<file path="src/rtl/oled_pixel_streamer.sv">
// Frame-streaming SPI transmitter for the 96x64 RGB565 Pmod OLED.
// Per frame: a 6-byte address-window command header, then every pixel, then a cs-high gap.
// Each SPI bit takes 2 clk cycles (sclk low, then high); all outputs are registered.
module oled_pixel_streamer #(
  parameter int WIDTH     = 96,
  parameter int HEIGHT    = 64,
  parameter int FRAME_GAP = 16
) (
  input  logic        clk,
  input  logic        reset,
  input  logic        enable,
  input  logic [15:0] pixel_data,
  output logic        frame_begin,
  output logic        sending_pixels,
  output logic        sample_pixel,
  output logic [12:0] pixel_index,
  output logic        cs,
  output logic        sdin,
  output logic        sclk,
  output logic        d_cn,
  output logic        busy
);

  localparam logic [7:0]  CMD_FIRST = 8'h15;
  localparam logic [7:0]  COL_END   = 8'(WIDTH - 1);
  localparam logic [7:0]  ROW_END   = 8'(HEIGHT - 1);
  localparam logic [12:0] LAST_PIX  = 13'(WIDTH * HEIGHT - 1);
  localparam int          GW        = (FRAME_GAP > 1) ? $clog2(FRAME_GAP) : 1;
  localparam logic [GW-1:0] GAP_END = GW'(FRAME_GAP - 1);

  typedef enum logic [1:0] {IDLE, CMD, PIX, GAP} state_t;

  state_t        state_q;
  logic          half_q;       // 0 = sclk-low half of a bit, 1 = sclk-high half
  logic [3:0]    bit_q;        // bit within the current byte (CMD) or pixel (PIX)
  logic [2:0]    byte_q;       // command byte 0..5
  logic [GW-1:0] gap_q;
  logic [15:0]   shift_q;      // pixel currently being sent
  logic [12:0]   pixel_index_q;
  logic          frame_begin_q, sending_q, sample_q, cs_q, sdin_q, sclk_q, d_cn_q, busy_q;

  logic [7:0] cur_byte;
  logic [7:0] nxt_byte;
  logic       start;

  function automatic logic [7:0] cmd_byte(input logic [2:0] idx);
    case (idx)
      3'd0:    cmd_byte = CMD_FIRST;   // set column address
      3'd1:    cmd_byte = 8'h00;
      3'd2:    cmd_byte = COL_END;
      3'd3:    cmd_byte = 8'h75;       // set row address
      3'd4:    cmd_byte = 8'h00;
      default: cmd_byte = ROW_END;
    endcase
  endfunction

  assign cur_byte = cmd_byte(byte_q);
  assign nxt_byte = cmd_byte(byte_q + 3'd1);

  // A frame starts from IDLE, or back-to-back once the gap has run out, whenever enable is high.
  always_comb begin
    start = 1'b0;
    if (enable && (state_q == IDLE || (state_q == GAP && gap_q == GAP_END))) start = 1'b1;
  end

  // Frame sequencer: advances the bit/byte/pixel counters and registers every output.
  always_ff @(posedge clk) begin
    if (reset) begin
      state_q       <= IDLE;
      half_q        <= 1'b0;
      bit_q         <= 4'd0;
      byte_q        <= 3'd0;
      gap_q         <= '0;
      shift_q       <= 16'd0;
      pixel_index_q <= 13'd0;
      frame_begin_q <= 1'b0;
      sending_q     <= 1'b0;
      sample_q      <= 1'b0;
      cs_q          <= 1'b1;
      sdin_q        <= 1'b0;
      sclk_q        <= 1'b1;
      d_cn_q        <= 1'b0;
      busy_q        <= 1'b0;
    end else begin
      frame_begin_q <= 1'b0;
      sample_q      <= 1'b0;
      if (start) begin
        state_q       <= CMD;
        half_q        <= 1'b0;
        bit_q         <= 4'd0;
        byte_q        <= 3'd0;
        pixel_index_q <= 13'd0;
        frame_begin_q <= 1'b1;
        cs_q          <= 1'b0;
        sclk_q        <= 1'b0;
        sdin_q        <= CMD_FIRST[7];
        d_cn_q        <= 1'b0;
        busy_q        <= 1'b1;
      end else begin
        case (state_q)
          CMD: begin
            if (!half_q) begin
              half_q <= 1'b1;
              sclk_q <= 1'b1;
              // The header's final cycle doubles as the capture cycle for pixel 0.
              if (byte_q == 3'd5 && bit_q == 4'd7) sample_q <= 1'b1;
            end else if (bit_q != 4'd7) begin
              bit_q  <= bit_q + 4'd1;
              half_q <= 1'b0;
              sclk_q <= 1'b0;
              sdin_q <= cur_byte[3'd6 - bit_q[2:0]];
            end else if (byte_q != 3'd5) begin
              byte_q <= byte_q + 3'd1;
              bit_q  <= 4'd0;
              half_q <= 1'b0;
              sclk_q <= 1'b0;
              sdin_q <= nxt_byte[7];
            end else begin
              state_q   <= PIX;
              shift_q   <= pixel_data;
              sdin_q    <= pixel_data[15];
              bit_q     <= 4'd0;
              half_q    <= 1'b0;
              sclk_q    <= 1'b0;
              d_cn_q    <= 1'b1;
              sending_q <= 1'b1;
            end
          end
          PIX: begin
            if (!half_q) begin
              half_q <= 1'b1;
              sclk_q <= 1'b1;
              // Advance the index at the start of a pixel's last cycle so the source has a full cycle.
              if (bit_q == 4'd15 && pixel_index_q != LAST_PIX) begin
                sample_q      <= 1'b1;
                pixel_index_q <= pixel_index_q + 13'd1;
              end
            end else if (bit_q != 4'd15) begin
              bit_q  <= bit_q + 4'd1;
              half_q <= 1'b0;
              sclk_q <= 1'b0;
              sdin_q <= shift_q[4'd14 - bit_q];
            end else if (sample_q) begin
              shift_q <= pixel_data;
              sdin_q  <= pixel_data[15];
              bit_q   <= 4'd0;
              half_q  <= 1'b0;
              sclk_q  <= 1'b0;
            end else begin
              state_q   <= GAP;
              gap_q     <= '0;
              cs_q      <= 1'b1;
              sclk_q    <= 1'b1;
              sdin_q    <= 1'b0;
              d_cn_q    <= 1'b0;
              sending_q <= 1'b0;
            end
          end
          GAP: begin
            if (gap_q == GAP_END) begin
              state_q       <= IDLE;
              busy_q        <= 1'b0;
              pixel_index_q <= 13'd0;
            end else begin
              gap_q <= gap_q + GW'(1);
            end
          end
          default: ;
        endcase
      end
    end
  end

  assign frame_begin    = frame_begin_q;
  assign sending_pixels = sending_q;
  assign sample_pixel   = sample_q;
  assign pixel_index    = pixel_index_q;
  assign cs             = cs_q;
  assign sdin           = sdin_q;
  assign sclk           = sclk_q;
  assign d_cn           = d_cn_q;
  assign busy           = busy_q;

endmodule

</file>
<file path="config.mk">
export PLATFORM = sky130hd
export DESIGN_NAME = oled_pixel_streamer
export DESIGN_NICKNAME = d
export VERILOG_FILES = /design/src/rtl/oled_pixel_streamer.sv
export SDC_FILE = /design/constraint.sdc
export NUM_CORES = 1
export LEC_CHECK = 0
export BUFFER_PORTS_ARGS = -buffer_cell sky130_fd_sc_hd__buf_2
export CORE_AREA = 2 2 79 81
export DETAILED_ROUTE_END_ITERATION = 12
export DIE_AREA = 0 0 81 83
export GPL_ROUTABILITY_DRIVEN = 0
export GPL_TIMING_DRIVEN = 1
export HOLD_SLACK_MARGIN = 0.08
export PLACE_DENSITY_LB_ADDON = 0.3
export SLEW_MARGIN = 20
export SYNTH_ARGS = -nofsm -noshare
export SYNTH_HDL_FRONTEND = slang
export SYNTH_SLANG_ARGS = --single-unit
</file>
<file path="constraint.sdc">
create_clock -name clk -period 2.8 [get_ports clk]
set_input_delay 0.42 -clock clk [delete_from_list [all_inputs] [get_ports clk]]
set_output_delay 0.42 -clock clk [all_outputs]
set_load 0.02 [all_outputs]
</file>
==> results of run 1 <==
==> logic make-up after synthesis <==
kind of cell / synth area share [%]
xor gates and xnor gates: 4.62
and+or+nand+nor: 25.4
buffers and inverters: 5.77
DFF: 35.9
adders and majority gates: 5.72
muxes: 11.9
AOI/OAI and AO/OA: 10.7
==> flip-flops by register name (all words and copies together) (netlist names) <==
| signal | count |
|---|---|
| state_q | 2 |
| bit_q | 4 |
| gap_q | 4 |
| busy | 1 |
| sclk | 1 |
| pixel_index | 13 |
| sdin | 1 |
| byte_q | 3 |
| half_q | 1 |
| frame_begin | 1 |
| sending_pixels | 1 |
| cs | 1 |
| shift_q | 16 |
| sample_pixel | 1 |
| d_cn | 1 |
==> power by group through the flow <==
stage                     Sequential, mW  Clock, mW  Combinational, mW
after global routing               0.820      0.464              0.388
after floorplan                    0.832          0              0.270
after detailed placement           0.829          0              0.347
after CTS                          0.813      0.436              0.349
final                              0.813      0.425              0.348
after global placement             0.828          0              0.346
==> worst register-to-register path: cells and delay by family, from the launching register on <==
| family | cells | cell delay [ns] |
|---|---|---|
| simple gates | 2 | 0.81 |
| compound gates | 2 | 0.49 |
| flops | 1 | 0.35 |
| fa+ha+maj | 1 | 0.35 |
| mux | 1 | 0.26 |
==> synthesized netlist by cell type (2+ instances only) <==
cell                         n  share of area, %
sky130_fd_sc_hd__o21ai_1     3              0.53
sky130_fd_sc_hd__clkbuf_1    6              0.79
sky130_fd_sc_hd__ha_1       13               5.7
sky130_fd_sc_hd__buf_2       5              0.88
sky130_fd_sc_hd__nand2_1    50               6.6
sky130_fd_sc_hd__dfxtp_1    51                36
sky130_fd_sc_hd__nand2b_1    4              0.88
sky130_fd_sc_hd__buf_6       5               2.0
sky130_fd_sc_hd__nand3_1    17               3.0
sky130_fd_sc_hd__nor3_1      5              0.88
sky130_fd_sc_hd__mux2_2      2              0.79
sky130_fd_sc_hd__mux4_1      4               3.7
sky130_fd_sc_hd__and3_1      7               1.5
sky130_fd_sc_hd__nor2b_1     3              0.66
sky130_fd_sc_hd__mux2i_1    21               7.4
sky130_fd_sc_hd__a32o_1      2              0.70
sky130_fd_sc_hd__o31ai_1     3              0.79
sky130_fd_sc_hd__nor2_1     28               3.7
sky130_fd_sc_hd__or3_1       3              0.66
sky130_fd_sc_hd__or4b_2      2              0.70
sky130_fd_sc_hd__nand4_2     2              0.88
sky130_fd_sc_hd__a21oi_1    11               1.9
sky130_fd_sc_hd__o21ai_0     9               1.6
sky130_fd_sc_hd__xnor2_1     4               1.2
sky130_fd_sc_hd__buf_4       3              0.79
sky130_fd_sc_hd__xor2_1     11               3.4
sky130_fd_sc_hd__a2111oi_0   2              0.62
sky130_fd_sc_hd__inv_1      10               1.3
sky130_fd_sc_hd__and4_1      2              0.62
sky130_fd_sc_hd__nand4_1    11               2.4
sky130_fd_sc_hd__a31oi_1     3              0.66
==> routing by layer <==
metal	part of all wire, %	track usage, %
met3	3.2	3.80
met4	1.3	5.70
met1	50	26.1
met2	46	30.5
met5	0	0
==> how the worst max path moves through the flow <==
stage / startpoint / to
floorplan: bit_q[0]$_SDFFE_PP0P_ / sdin$_SDFFE_PP0P_
global placement: state_q[0]$_SDFFE_PP0P_ / shift_q[1]$_SDFFE_PP0P_
detailed placement: state_q[0]$_SDFFE_PP0P_ / shift_q[7]$_SDFFE_PP0P_
CTS: state_q[0]$_SDFFE_PP0P_ / shift_q[11]$_SDFFE_PP0P_
global route: state_q[0]$_SDFFE_PP0P_ / shift_q[11]$_SDFFE_PP0P_
finish: state_q[0]$_SDFFE_PP0P_ / shift_q[11]$_SDFFE_PP0P_
==> layout make-up <==
cell class,count,area (um2),area share (%)
tap,75,93.8,3.01
inverter,10,37.5,1.20
clock buffer,6,72.6,2.33
multi-input combinational,243,1660,53.1
sequential,51,1020,32.7
timing repair buffer,43,225,7.22
clock inverter,2,12.5,0.401
==> metrics by stage <==
step	util [%]	area [um2]
5_1_grt	53.6	3120
4_1_cts	53.6	3120
3_5_place_dp	52.2	3030
3_3_place_gp	52.2	3030
2_1_floorplan	-	2840
6_report	53.6	3120
==> results.py, run 1 <==
metrics = {
    "clocking": {
        "post_cts.repair.setup_buffers": 0,
        "clockRootBuffer": "sky130_fd_sc_hd__clkbuf_8",
        "clock_latency_ns": 0.31,
        "clk_sinks": 51,
        "post_cts_hold_buffer_count": 0,
        "clock_tree.buffer_depth": 2,
        "ctsHtreeMaxLevel": 2,
        "cts_resized": 0,
        "clk_transition_reported_paths_ns": 0.09,
        "numCtsBuffers": 5,
        "cts_tree": "yes",
    },
    "detailed_routing": {
        "ant_nets": 0,
        "starting_drc_count_in_detailed_routing": 168,
        "detail_route.wirelength_mm": 5.95,
        "drt_drc": 0,
        "viasPerCell": 5.53,
        "avgRoutedWirePerCell_um": 13.8,
        "detailedRoute.firstPassIterationCount": 4,
        "route.vias.total": 2378,
    },
    "outcome": {
        "run_status": "finished clean",
    },
    "pwr": {
        "power_report.internal_total_mw": 1.09,
        "cellLeakagePower_nw": 1.24,
        "combPwrFrac_pct": 22.0,
        "cellPowerDensity_nw_per_um2": 508,
        "net-switching-power_mw": 0.491,
        "sequential_group_share_of_total_power_pct": 51.3,
        "fin_total_pwr_mw": 1.59,
        "vdd_ir_drop_max_uv": 320,
        "p_sw_share_pct": 31.0,
        "clockPowerShare_pct": 26.8,
    },
    "worst_setup_path": {
        "cp_cell_instances": "ha_1, and4_1, o21ai_1, o21ai_1, nor2_4, mux2i_1",
        "ff2ff_path_depth": 6,
        "worst-path-stages": 6,
        "r2r_slack_ns": 0.47,
        "critPathKind": "flip-flop to flip-flop",
        "critical_path_buffers_and_inverters": 0,
        "worstReg2RegStart": "state_q[0]$_SDFFE_PP0P_",
        "worst-path-max-fanout": 16,
        "cp_top_family": "simple AND/OR/NAND/NOR gates",
        "cp_common_cell": "sky130_fd_sc_hd__o21ai_1",
        "timing.rr.end": "shift_q[11]$_SDFFE_PP0P_",
        "worst_setup_path_start_kind": "flip-flop",
        "cp-end-kind": "flip-flop",
        "arr_time_crit_path_ns": 2.57,
        "timing.critical_path.required_ns": 3.03,
        "crit_path_top_delay_cell": "sky130_fd_sc_hd__nor2_4",
        "critPathMaxStageDelay_ns": 0.49,
    },
    "yosys": {
        "syn-cell-area_um2": 2840,
        "synth_edf_count": 0,
        "postSynthNetCount": 355,
        "avgSynthCellArea_um2": 8.80,
        "ys_async_sr_fraction_pct": 0,
        "synth_seq_area_share_pct": 35.9,
        "synthCells": 323,
        "ys_ff_latch": 51,
        "yosys_warnings": 0,
        "synth_flop_cell": "sky130_fd_sc_hd__dfxtp_1",
        "netlist-cell-type-count": 52,
    },
    "layout": {
        "finalNonFillerCells": 430,
        "fillers": 575,
        "finish.net_count": 386,
        "layout-area-overhead-vs-synth_pct": 9.78,
        "most_common_library_cell_in_the_layout_ignoring_fill_and_taps": "sky130_fd_sc_hd__dfxtp_1",
        "mostFrequentLayoutCells": "sky130_fd_sc_hd__dfxtp_1 (51), sky130_fd_sc_hd__nand2_1 (50), sky130_fd_sc_hd__buf_2 (39), sky130_fd_sc_hd__nor2_1 (28), sky130_fd_sc_hd__mux2i_1 (21)",
        "antenna_diode_count": 0,
        "drive_above_1_share_pct": 17.2,
    },
    "sta": {
        "timing.final.max_slew_violations": 0,
        "report.final.hold_viol_count": 0,
        "unrepaired_setup_endpoints_after_global_routing": "false",
        "fmax_ghz": 0.429,
        "final_hold_slack_ns": 0.338,
        "final.period_utilization_pct": 83.3,
        "max_slew.worst_pin.slew_ns": 0.618,
        "setup-tns-final_ns": 0,
        "finalCriticalPeriod_ns": 2.33,
        "timing.slew.headroom_pct": 58.4,
        "final-setup-viol-count": 0,
        "fin_worst_skew_ns": 0.0126,
        "setup_ws_ns": 0.468,
    },
    "grt": {
        "grt_resource_usage_total_pct": 19.2,
        "grt_start_max_net_pins": 38,
        "number_of_global_route_vias_before_repair": 2313,
        "overflow": 0,
        "grt_antenna_before_repair": 0,
        "grt_first_pass_wirelength_mm": 10.3,
    },
    "place": {
        "dp_worst_setup_slack_ns": 0.503,
        "numPlacedInstances": 422,
        "detailed_place_hpwl_mm": 4.35,
        "place.port_buffers": 39,
    },
    "worst_hold_path": {
        "hold_path.startpoint": "pixel_data[3]",
        "hold-path-endpoint": "shift_q[3]$_SDFFE_PP0P_",
        "holdPathStages": 3,
        "min-delay-path-class": "primary input to flip-flop",
    },
    "die": {
        "die_w_um": 81,
        "core_um2": 5820,
        "initial_utilization_pct": 48.9,
        "floorplan.rows": 28,
        "die_area_um2": 6720,
        "fp.dieH_um": 83,
        "ios": 40,
    },
    "job": {
        "drv_cap": 0,
    },
}
Power figures use the tool's default switching activity.
==> run 2: changes to the inputs <==
- clock period: 2.8 -> 2 ns (I/O delays scaled with it)
==> results.py, run 2 (synthesis results as in run 1) <==
metrics = {
    "grt": {
        "grt_antenna_before_repair": 0,
        "grt_resource_usage_total_pct": 20.4,
        "grt_start_max_net_pins": 35,
        "overflow": 0,
        "number_of_global_route_vias_before_repair": 2457,
        "grt_first_pass_wirelength_mm": 11.1,
    },
    "sta": {
        "timing.final.max_slew_violations": 0,
        "timing.slew.headroom_pct": 71.6,
        "fmax_ghz": 0.517,
        "final-setup-viol-count": 0,
        "max_slew.worst_pin.slew_ns": 0.424,
        "unrepaired_setup_endpoints_after_global_routing": "false",
        "report.final.hold_viol_count": 0,
        "fin_worst_skew_ns": 0.00962,
        "final_hold_slack_ns": 0.218,
        "final.period_utilization_pct": 96.8,
        "finalCriticalPeriod_ns": 1.94,
    },
    "die": {
        "core_um2": 5820,
        "fp.dieH_um": 83,
        "die_area_um2": 6720,
        "die_w_um": 81,
        "initial_utilization_pct": 48.9,
        "floorplan.rows": 28,
        "ios": 40,
    },
    "place": {
        "dpl-instance-area_um2": 3220,
        "place.port_buffers": 39,
        "numPlacedInstances": 445,
        "detailed_place_hpwl_mm": 4.73,
    },
    "clocking": {
        "clockRootBuffer": "sky130_fd_sc_hd__clkbuf_8",
        "clk_sinks": 51,
        "clk_transition_reported_paths_ns": 0.10,
        "ctsHtreeMaxLevel": 2,
        "numCtsBuffers": 5,
        "clock_latency_ns": 0.31,
        "post_cts_hold_buffer_count": 0,
        "cts_tree": "yes",
        "clock_tree.buffer_depth": 2,
    },
    "layout": {
        "drive_above_1_share_pct": 27.7,
        "finish.net_count": 410,
        "fin_area_um2": 3420,
        "layout-area-overhead-vs-synth_pct": 20.5,
        "largest_register_ff_count": 16,
        "final_core_util_pct": 58.9,
        "antenna_diode_count": 0,
        "mostFrequentLayoutCells": "sky130_fd_sc_hd__dfxtp_1 (48), sky130_fd_sc_hd__nand2_1 (47), sky130_fd_sc_hd__buf_2 (39), sky130_fd_sc_hd__nor2_1 (27), sky130_fd_sc_hd__buf_4 (26)",
        "largest-register": "shift_q",
        "most_common_library_cell_in_the_layout_ignoring_fill_and_taps": "sky130_fd_sc_hd__dfxtp_1",
        "finalNonFillerCells": 454,
    },
    "worst_setup_path": {
        "worst_setup_path_start_kind": "flip-flop",
        "arr_time_crit_path_ns": 2.13,
        "cp_top_family": "multiplexers",
        "critPathKind": "flip-flop to flip-flop",
        "critPathMaxStageDelay_ns": 0.57,
        "crit_path_top_delay_cell": "sky130_fd_sc_hd__mux4_1",
        "worst-path-max-fanout": 7,
        "critical_path_buffers_and_inverters": 1,
        "timing.critical_path.required_ns": 2.20,
        "cp-end-kind": "flip-flop",
        "cp_cell_instances": "buf_4, mux4_1, mux2_2, o311ai_2, o21ai_1",
    },
    "worst_hold_path": {
        "min-delay-path-class": "primary input to flip-flop",
    },
    "pwr": {
        "fin_total_pwr_mw": 2.49,
        "cellPowerDensity_nw_per_um2": 726,
        "cellLeakagePower_nw": 1.38,
        "vdd_ir_drop_max_uv": 402,
    },
    "detailed_routing": {
        "viasPerCell": 5.54,
        "avgRoutedWirePerCell_um": 14.5,
        "starting_drc_count_in_detailed_routing": 140,
        "drt_drc": 0,
        "ant_nets": 0,
        "detail_route.wirelength_mm": 6.58,
        "detailedRoute.firstPassIterationCount": 4,
        "route.vias.total": 2514,
    },
    "outcome": {
        "run_status": "finished clean",
    },
    "job": {
        "drv_cap": 0,
    },
}
==> run 2: cell type report <==
class                           instances  area, um2
Tap cell                               75       93.8
Inverter                               10       37.5
Fill cell                             580       2390
Sequential cell                        51       1020
Timing Repair Buffer                   67        422
Clock buffer                            5       68.8
Clock inverter                          3       47.5
Multi-Input combinational cell        243       1730
==> run 2: path summary, 6_finish.rpt <==
path / startpoint / slack (ns) / end / cells past startpoint
setup / recovery: bit_q[0]$_SDFFE_PP0P_ / 0.06 / sdin$_SDFFE_PP0P_ / 5
hold / removal: pixel_data[2] / 0.22 / shift_q[2]$_SDFFE_PP0P_ / 3
setup reg to reg: bit_q[0]$_SDFFE_PP0P_ / 0.06 / sdin$_SDFFE_PP0P_ / 5
hold reg to reg: shift_q[0]$_SDFFE_PP0P_ / 0.46 / shift_q[0]$_SDFFE_PP0P_ / 2
==> run 2: layer usage <==
layer / global-route usage [%] / up-vias / part of all wire (%)
met1: 28.0 / 1189 / 47
met4: 7.40 / 0 / 1.1
li1: - / 1255 / -
met3: 3.80 / 8 / 4.5
met5: 0 / - / 0
met2: 31.6 / 62 / 47
==> run 2: timing repair <==
| item | in CTS | in global routing |
|---|---|---|
| endpoints found under the setup margin | 3 | 38 |
| setup buffers | 0 | 1 |
| pin swaps | 0 | 2 |
| hold endpoints to repair | 0 | 0 |
| gates resized for setup | 2 | 22 |
==> run 2: worst reg2reg max path, cell delays in order (launching register included) <==
cell and delay (ns):
sky130_fd_sc_hd__dfxtp_1 0.39, sky130_fd_sc_hd__buf_4 0.20, sky130_fd_sc_hd__mux4_1 0.57, sky130_fd_sc_hd__mux2_2 0.29
sky130_fd_sc_hd__o311ai_2 0.28, sky130_fd_sc_hd__o21ai_1 0.10
==> run 2: report_power, final <==
| group | internal, mW | switching, mW | leakage [nW] | total [mW] |
|---|---|---|---|---|
| registers | 1.09 | 0.0518 | 0.415 | 1.14 |
| clock network | 0.380 | 0.364 | 0.0587 | 0.744 |
| logic | 0.270 | 0.332 | 0.903 | 0.602 |
==> run 2: metrics by stage <==
step                      worst slack [ns]  TNS, ns
after floorplan                     0.0523        0
after global placement              0.0927        0
after detailed placement           -0.0299  -0.0422
after CTS                          0.00770        0
after global routing              0.000252        0
final                               0.0644        0
==> run 3: changes to the inputs <==
- BUFFER_PORTS_ARGS: -buffer_cell sky130_fd_sc_hd__buf_2 -> default
- DONT_BUFFER_PORTS: default -> 1
==> results.py, run 3 (synthesis results as in run 1) <==
metrics = {
    "grt": {
        "overflow": 0,
        "grt_first_pass_wirelength_mm": 10.4,
        "grt-busiest-layer": "met2",
        "number_of_global_route_vias_before_repair": 2250,
        "grt_antenna_before_repair": 0,
        "global_route.usage.met1_pct": 26.5,
        "grt_start_max_net_pins": 33,
        "grt_resource_usage_total_pct": 18.9,
        "globalRouteMet2Util_pct": 29.4,
        "use_met3_pct": 4.35,
    },
    "worst_setup_path": {
        "r2r_slack_ns": 0.08,
        "cp-end-kind": "flip-flop",
        "worstReg2RegStart": "bit_q[1]$_SDFFE_PP0P_",
        "critPathKind": "flip-flop to flip-flop",
        "cp_cell_instances": "ha_2, mux4_1, mux2_2, o311ai_1, o21ai_1",
        "critPathMaxStageDelay_ns": 0.53,
        "timing.critical_path.required_ns": 2.21,
        "worst_setup_path_start_kind": "flip-flop",
        "critical_path_buffers_and_inverters": 0,
        "crit_path_top_delay_cell": "sky130_fd_sc_hd__mux4_1",
        "timing.rr.end": "sdin$_SDFFE_PP0P_",
        "timing.critical_path.from": "bit_q[1]$_SDFFE_PP0P_",
        "worst-path-max-fanout": 3,
        "arr_time_crit_path_ns": 2.13,
        "cp_top_family": "multiplexers",
        "ff2ff_path_depth": 5,
    },
    "clocking": {
        "clk_sinks": 51,
        "ctsHtreeMaxLevel": 2,
        "clock_latency_ns": 0.31,
        "cts_tree": "yes",
        "numCtsBuffers": 5,
        "clock_tree.buffer_depth": 2,
        "clk_transition_reported_paths_ns": 0.10,
        "clockRootBuffer": "sky130_fd_sc_hd__clkbuf_8",
    },
    "detailed_routing": {
        "viasPerCell": 5.48,
        "route.vias.total": 2350,
        "detailedRoute.firstPassIterationCount": 4,
        "avgRoutedWirePerCell_um": 14.3,
        "starting_drc_count_in_detailed_routing": 158,
        "detail_route.wirelength_mm": 6.14,
        "ant_nets": 0,
        "drt_drc": 0,
    },
    "sta": {
        "timing.slew.headroom_pct": 72.2,
        "finalCriticalPeriod_ns": 1.92,
        "fmax_ghz": 0.521,
        "unrepaired_setup_endpoints_after_global_routing": "true",
        "fin_worst_skew_ns": 0.00999,
        "timing.final.max_slew_violations": 0,
        "report.final.hold_viol_count": 0,
        "final.period_utilization_pct": 96.0,
        "max_slew.worst_pin.slew_ns": 0.406,
        "final-setup-viol-count": 0,
    },
    "worst_hold_path": {
        "hold-path-endpoint": "shift_q[2]$_SDFFE_PP0P_",
        "holdPathStages": 2,
        "min-delay-path-class": "primary input to flip-flop",
        "hold_path.startpoint": "pixel_data[2]",
    },
    "place": {
        "place.port_buffers": 0,
        "dpl-instance-area_um2": 3110,
        "detailed_place_hpwl_mm": 4.56,
    },
    "die": {
        "fp.dieH_um": 83,
        "floorplan.rows": 28,
        "ios": 40,
        "die_w_um": 81,
        "die_area_um2": 6720,
        "initial_utilization_pct": 48.9,
        "core_um2": 5820,
    },
    "pwr": {
        "cellLeakagePower_nw": 1.26,
        "vdd_ir_drop_max_uv": 491,
        "cellPowerDensity_nw_per_um2": 705,
    },
    "layout": {
        "drive_above_1_share_pct": 19.5,
        "largest-register": "shift_q",
        "largest_register_ff_count": 16,
        "fin_area_um2": 3270,
        "mostFrequentLayoutCells": "sky130_fd_sc_hd__nand2_1 (49), sky130_fd_sc_hd__dfxtp_1 (49), sky130_fd_sc_hd__buf_4 (40), sky130_fd_sc_hd__nor2_1 (27), sky130_fd_sc_hd__mux2i_1 (21)",
        "fillers": 570,
        "layout-area-overhead-vs-synth_pct": 15.0,
        "finish.net_count": 385,
        "final_core_util_pct": 56.2,
        "antenna_diode_count": 0,
    },
    "outcome": {
        "run_status": "finished clean",
    },
    "job": {
        "drv_cap": 0,
    },
}
run 3: cell count changes in the layout (fill, tap and decap cells not counted), sizes merged:
cell / delta
buf: -26
clkinvlp: +2
bufinv: -1
clkinv: -1
dlygate4sd3: +1
run 3: worst max path at each step:
| stage | to | slack, ns | cells after the start |
|---|---|---|---|
| finish | sdin$_SDFFE_PP0P_ | 0.08 | 5 |
| global placement | sdin$_SDFFE_PP0P_ | 0.06 | 5 |
| CTS | sdin$_SDFFE_PP0P_ | 0.03 | 5 |
| detailed placement | gap_q[2]$_SDFFE_PP0P_ | -0.03 | 7 |
| floorplan | sdin$_SDFFE_PP0P_ | 0.05 | 6 |
| global route | pixel_index[9]$_SDFFE_PP0P_ | -0.06 | 8 |
run 3: power breakdown:
group,switching [mW],internal (mW),leakage (nW)
registers,0.0736,1.09,0.415
clock network,0.374,0.251,0.0408
logic,0.279,0.237,0.804
total,0.726,1.58,1.26
run 3: final cells by class:
type / instances / area, um2 / share of cell area (%)
clock buffer: 5 / 68.8 / 2.11
timing repair buffer: 42 / 330 / 10.1
tap: 75 / 93.8 / 2.87
clock inverter: 3 / 23.8 / 0.728
multi-input combinational: 243 / 1690 / 51.7
sequential: 51 / 1020 / 31.3
inverter: 10 / 37.5 / 1.15
run 3: through the flow:
stage / instances / hold WS [ns] / total power, mW / setup TNS (ns) / setup slack (ns)
floorplan: 323 / 0.430 / 1.54 / 0 / 0.0523
global placement: 417 / 0.370 / 1.66 / 0 / 0.0579
detailed placement: 417 / 0.374 / 1.67 / -0.0300 / -0.0300
CTS: 426 / 0.106 / 2.29 / 0 / 0.0309
global route: 429 / 0.114 / 2.42 / -0.452 / -0.0625
finish: 429 / 0.115 / 2.30 / 0 / 0.0792
run 3: metal layers:
layer / wire (um) / vias to the layer above
li1: - / 1210
met1: 2960 / 1082
met2: 2780 / 48
met3: 301 / 10
met4: 94 / 0
met5: 0 / -
run 3: repair_timing:
action,CTS,global route
endpoints found under the setup margin,1,37
hold endpoints to repair,5,0
gates resized for setup,1,10
pin swaps,0,4
cloned,0,0
hold buffers,1,0
setup buffers,0,3
run 3: worst register-to-register path, stage by stage, from the launching register on:
cell and delay [ns]:
sky130_fd_sc_hd__dfxtp_2 0.34, sky130_fd_sc_hd__ha_2 0.33, sky130_fd_sc_hd__mux4_1 0.53, sky130_fd_sc_hd__mux2_2 0.29, sky130_fd_sc_hd__o311ai_1 0.22, sky130_fd_sc_hd__o21ai_1 0.10
